File: src/rtl/cacheline_adaptor.sv
// Bridges a cache's whole-line read/write requests to a memory that moves the line
// as s_line/s_burst beats, lowest beat first, one beat per resp_i strobe.
module cacheline_adaptor #(
    parameter int s_line  = 256,
    parameter int s_burst = 64
) (
    input  logic               clk,
    input  logic               rst,

    input  logic [s_line-1:0]  line_i,
    output logic [s_line-1:0]  line_o,
    input  logic [31:0]        address_i,
    input  logic               read_i,
    input  logic               write_i,
    output logic               resp_o,

    input  logic [s_burst-1:0] burst_i,
    output logic [s_burst-1:0] burst_o,
    output logic [31:0]        address_o,
    output logic               read_o,
    output logic               write_o,
    input  logic               resp_i
);

    localparam int beats = s_line / s_burst;
    localparam int cnt_w = $clog2(beats);
    localparam int off_w = $clog2(s_line / 8);

    typedef enum logic [1:0] {
        IDLE,
        READ,
        WRITE,
        DONE
    } state_t;

    state_t             state, state_next;
    logic [cnt_w-1:0]   cnt_q;
    logic [31:0]        addr_q;
    logic [s_line-1:0]  wline_q;
    logic [s_line-1:0]  rline_q;
    logic [31:0]        line_addr;
    logic               last_beat;

    assign line_addr = {address_i[31:off_w], {off_w{1'b0}}};
    assign last_beat = (cnt_q == cnt_w'(beats - 1));

    // NOTE: state updates use <= so every register samples pre-edge values; blocking
    // assignments here would let later statements see half-updated state.
    always_ff @(posedge clk) begin
        if (rst) begin
            // NOTE: both line buffers are reset because their contents are visible on
            // line_o/burst_o and must read as zero after reset or an aborted read.
            state   <= IDLE;
            cnt_q   <= '0;
            addr_q  <= '0;
            wline_q <= '0;
            rline_q <= '0;
        end else begin
            state <= state_next;
            case (state)
                IDLE: begin
                    if (write_i) begin
                        wline_q <= line_i;
                        addr_q  <= line_addr;
                        cnt_q   <= '0;
                    end else if (read_i) begin
                        addr_q  <= line_addr;
                        cnt_q   <= '0;
                    end
                end
                READ: begin
                    if (resp_i) begin
                        rline_q[cnt_q*s_burst +: s_burst] <= burst_i;
                        cnt_q <= cnt_q + cnt_w'(1);
                    end
                end
                WRITE: begin
                    if (resp_i) begin
                        cnt_q <= cnt_q + cnt_w'(1);
                    end
                end
                default: ;
            endcase
        end
    end

    // NOTE: every output of this block gets a default first so no path infers a latch.
    always_comb begin
        state_next = state;
        read_o     = 1'b0;
        write_o    = 1'b0;
        resp_o     = 1'b0;
        case (state)
            IDLE: begin
                if (write_i) begin
                    state_next = WRITE;
                end else if (read_i) begin
                    state_next = READ;
                end
            end
            READ: begin
                read_o = 1'b1;
                if (resp_i && last_beat) begin
                    state_next = DONE;
                end
            end
            WRITE: begin
                write_o = 1'b1;
                if (resp_i && last_beat) begin
                    state_next = DONE;
                end
            end
            DONE: begin
                resp_o     = 1'b1;
                state_next = IDLE;
            end
            default: state_next = IDLE;
        endcase
    end

    assign address_o = addr_q;
    assign burst_o   = wline_q[cnt_q*s_burst +: s_burst];
    assign line_o    = rline_q;

endmodule

File: config.mk
export PLATFORM = sky130hd
export DESIGN_NAME = cacheline_adaptor
export DESIGN_NICKNAME = d
export VERILOG_FILES = /design/src/rtl/cacheline_adaptor.sv
export SDC_FILE = /design/constraint.sdc
export NUM_CORES = 1
export LEC_CHECK = 0
export ABC_AREA = 0
export CAP_MARGIN = 5
export CORE_AREA = 8 8 272 274
export CTS_CLUSTER_DIAMETER = 30
export DETAILED_ROUTE_END_ITERATION = 8
export DIE_AREA = 0 0 280 282
export PLACE_DENSITY = 0.57
export SYNTH_ARGS = -nofsm -noshare
export SYNTH_HDL_FRONTEND = slang
export SYNTH_SLANG_ARGS = --single-unit
export TNS_END_PERCENT = 20
File: constraint.sdc
create_clock -name clk -period 3.9 [get_ports clk]
set_input_delay 0.39 -clock clk [delete_from_list [all_inputs] [get_ports clk]]
set_output_delay 0.39 -clock clk [all_outputs]
set_load 0.02 [all_outputs]
Yosys cells after proc, flatten, opt, wreduce, memory -nomap -nowiden

Index checks and enable logic that the tools add are counted.

Flip-flop bits (word level): 548
Bits in latches: 0
Bits in writable memories: 0
Memory bits (read-only): 0
Output and inout bits: 355
Memories kept: 0

Add/subtract/negate cells: 2
Multiply operators: 0
Div/mod/pow operators: 0
Magnitude comparators: 0
Equal/unequal tests: 7
Shift-type cells: 3
Muxes and demuxes: 14
Bitwise gates (word level): 0
Reduce and logical (&&, ||, !) cells: 10

Operators by type and width:

| kind                                                     | number |
|---|---|
| bitwise mux 256 bit                                      | 1 |
| variable shift 64 x 34 -> 256 bit (first input constant) | 1 |
| indexed part select 256 x 9 -> 64 bit                    | 1 |
| indexed part select 64 x 34 -> 256 bit                   | 1 |
| two-way mux 32 bit                                       | 2 |
| negator 8 -> 34 bit                                      | 1 |
| two-way mux 2 bit                                        | 6 |
| AND reduction 2 bit                                      | 4 |
| equality test 2 bit (second input constant)              | 3 |
| one-hot mux 2 bit (3 select lines)                       | 1 |
| inequality test 2 x 1 -> 1 bit (second input constant)   | 2 |
| one-hot mux 2 bit (2 select lines)                       | 1 |
| nonzero test 2 bit                                       | 2 |
| two-way mux 1 bit                                        | 3 |
| inequality test 3 bit (second input constant)            | 1 |
| AND reduction 3 bit                                      | 1 |
| adder 2 x 1 -> 2 bit (second input constant)             | 1 |
| equality test 2 x 1 -> 1 bit (second input constant)     | 1 |
| logical NOT 2 bit                                        | 1 |
| OR reduction 2 bit                                       | 1 |
| logical AND 1 bit                                        | 1 |

Logic depth before layout (Yosys ltp)

Depth in word-level cells: 4
Mapped depth: 9

Worst setup path before layout

No wires, ideal clock.

Path kind: register -> register
Start: reg cnt_q[1]
End: reg rline_q[192], in the netlist line_o[192]
Library setup time: 0.059 ns
Arrival: 2.051 ns
Slack: 1.790 ns
Cell stages (with the launch flop): 10
Period minus slack after synthesis: 2.110 ns
Cells stage by stage: dfxtp_1 > buf_2 > buf_2 > inv_1 > ha_1 > nor4b_1 > and3_1 > buf_2 > buf_6 > a22o_1

Word-level cells in the longest chain between the ends: 3

Ends and longest elaborated chain:

| element                                                                                     | line | source |
|---|---|---|
| from (decl)                                                                                 | 37   | `logic [cnt_w-1:0] cnt_q;` |
| from (signal assigned)                                                                      | 74   | `cnt_q <= cnt_q + cnt_w'(1);` |
| from (signal assigned)                                                                      | 79   | `cnt_q <= cnt_q + cnt_w'(1);` |
| negator 8 -> 34 bit *                                                                       | 73   | `rline_q[cnt_q*s_burst +: s_burst] <= burst_i;` |
| indexed part select 64 x 34 -> 256 bit or variable shift 64 x 34 -> 256 bit (tied branches) | 73   |  |
| bitwise mux 256 bit *                                                                       | 73   |  |
| to (signal, indexed assignment)                                                             | 73   |  |
| to (decl)                                                                                   | 40   | `logic [s_line-1:0] rline_q;` |

Every way passes the cells marked *; elsewhere a longest branch is shown, timed or not.
A chain may end at the register's enable or synchronous reset.

Worst setup path in the final report

Start: reg cnt_q[0]
End: out burst_o[26]

Word-level cells in the longest chain between the ends: 1

Ends and longest elaborated chain:

| element                               | line | source |
|---|---|---|
| indexed part select 256 x 9 -> 64 bit | 122  | `assign burst_o = wline_q[cnt_q*s_burst +: s_burst];` |
| to (decl)                             | 18   | `output logic [s_burst-1:0] burst_o,` |

No other way between the ends.

==> summary.md <==
| Metric | Value |
|---|---|
| Outcome | completed |
| DP HPWL | 59,700 um |
| Critical Path AT | about 3000 ps |
| Die extent in x | 280 um |
| Total number of yosys warnings | 0 |
| Iter 0 DRT Violations | 1,154 |
| Rows | 97 |
| Leak | 11.6 nW |
| First-pass iteration count of the detailed router | 5 |
| Max Root-Sink Buffers | 3 |
| Total grt overflow | 0 |
| Area share of the largest cell type after synthesis | 51.5% |
| Final hold slack | 229 ps |
| Post-Syn Instances | 2,286 |
| Vias in the first global route | 20,000 |
| RSZ-0062 raised after global routing | no |
| Clk slew on worst S/H paths | roughly 50 ps |
| Die H | 282 um |
| Util after Layout | 47.4% |
| Core box area | between 60,000 and 70,000 um^2 |
| Slew @ Worst Pin | 1070 ps |
| Crit path kind | flop to output port |
| Data required, critical path | 3510 ps |
| Rel. slew slack | 29.0% |
| EDFF count, synth | 0 |
| PD cells | 660 nW/um^2 |
| Initial Util | about 30% |
| Clk sinks | 543 |
| RePlAce Congestion | 0.857 |
| Final ANT Viol Nets | 0 |
| Yosys reg bits | between 500 and 600 |
| NumNets Final | 3,295 |
| Top cells by count, synth | 686 x nand2_1, 543 x dfxtp_1, 339 x a21oi_1 |
| R2r startpoint | cnt_q[0] |
| Clock Latency Late Sink | 660 ps |
| Maximum vdd drop | 0.000411 V |
| Critical path peak fanout | 35 |
| Max Fclk | ~300 MHz |
| Sequential area share after synthesis | 51.5% |
| Fin Setup TNS | 0 ps |
| Root buf cell | clkbuf_16 |
| Clk_skew | approximately 42 ps |
| Area Overhead vs Synth | 56.1% |
| First-pass GRT wire length | approximately 120,000 um |
| Worst Hold Class | input pin to flop |
| Post-synthesis cell type count | 42 |
| Layout cells sized above 1 | 14.5% |
| Post-synth ARST share | 0% |
| PortBufs | 701 |
| Pwr Total | between 20 and 25 mW |
| Fin. max-slew vios | 0 |
| Max-Cap Viols | 0 |
| Synth top area cells | dfxtp_1 51%, nand2_1 12%, a21oi_1 8.0% |
| Num CTS Buffers | 118 |
| Post-CTS resize count | 0 |
| Hold Buf Count CTS | 0 |
| Final min period | roughly 3300 ps |
| Initial antenna violation count | 15 |
| Post-CTS Setup Bufs | 0 |
| Yosys top cell by area | dfxtp_1 |
| Hold Fails Final Rpt | 0 |
| # H-tree levels | 3 |
| Most common cell in the netlist | nand2_1 |
| CP Launch Point | cnt_q[0] |
| DRC | 0 |
| Vias per inst | 4.93 |
| Endpoints failing setup | 0 |
| Per-cell routed wire length | 21.1 um |
| DR vias | 19,600 |
| I/O pin cnt | 712 |
| Tcrit/Tclk final | 85.7% |
| Post-Route WL | 83,900 um |
| Largest net degree at the start of global routing | 192 |
| Critical path endpoint category | output port |
| Post-synth top flop | dfxtp_1 |
| Synthesized area per cell | 9.24 um^2 |
| Synthesized area | 21,100 um^2 |
| Die area | 79,000 um^2 |
| Hold Startpoint | rst |
| CP startpoint kind | flop |
| All-Layer GR Usage | 20.0% |
| TritonCTS clock tree | done |
[placed cells by master (no fill, tap or decap), types with 2 or more instances in the layout]
cell type / n
clkdlybuf4s50_1: 700
nand2_1: 685
dfxtp_1: 541
a21oi_1: 339
clkbuf_16: 118
nor2_1: 78
a32oi_1: 77
mux4_2: 64
a22o_1: 64
nand3_2: 63
a21oi_2: 60
nand3_1: 56
clkbuf_8: 25
bufinv_16: 24
clkinv_2: 22
buf_4: 16
clkinvlp_4: 11
clkbuf_1: 11
buf_12: 11
ha_1: 10
diode_2: 5
inv_1: 5
conb_1: 5
clkinv_16: 4
o21ai_0: 3
and3_2: 2
nor2b_1: 2
and4_1: 2
and4bb_2: 2
nand2b_1: 2
inv_6: 2
clkinv_4: 2
dfxtp_4: 2
[final timing paths]
kind	to	slack, ps	cells after the start
setup / recovery	burst_o[26]	560	3
hold reg to reg	line_o[123]	450	2
hold / removal	line_o[23]	230	2
setup reg to reg	line_o[60]	1020	6
[critical path, cell delays in order (launching register included)]
cell	delay, ps
dfxtp_4	760
buf_12	300
mux4_2	530
clkdlybuf4s50_1	630
[where the power goes]
part | switching [mW] | internal, mW
sequential | 0.377 | 6.18
combinational | 2.62 | 1.76
clock | 3.26 | 7.57
[cells by family (layout without fill, tap and decap cells)]
kind of cell | after synthesis | in the layout | share of synthesized area (%)
and+or+nand+nor | 901 | 901 | 18.6
AOI/OAI and AO/OA | 552 | 552 | 16.8
DFF | 543 | 543 | 51.5
buffers and inverters | 215 | 953 | 5.67
muxes | 64 | 64 | 6.83
adders and majority gates | 10 | 10 | 0.593
other | 1 | 10 | 0.0178
[per-layer routing]
layer,share of wire [%],track usage [%]
met1,39,22.5
met2,48,33.6
met3,9.5,7.64
met4,3.9,8.98
met5,0.15,0
[area by class of cell]
class	instances	area, um^2
timing repair buffer	728	7360
clock buffer	154	3340
fill	6539	36600
multi-input combinational	1532	9100
sequential	543	10900
tap	940	1180
clock inverter	66	1080
inverter	5	18.8
antenna	5	12.5
[state kept, by name (all words and copies together) (netlist names)]
signal	count
address_o	27
cnt_q	2
line_o	256
state	2
wline_q	256
[per-stage QoR]
stage                     cells  area (um^2)  setup WS, ps
final                      3973        33000           559
after global routing       3972        33000           348
after CTS                  3968        33000           394
after detailed placement   3748        28500          1000
after global placement     3748        28500          1080
after floorplan            2290        21100          1790
Power figures use the tool's default switching activity.
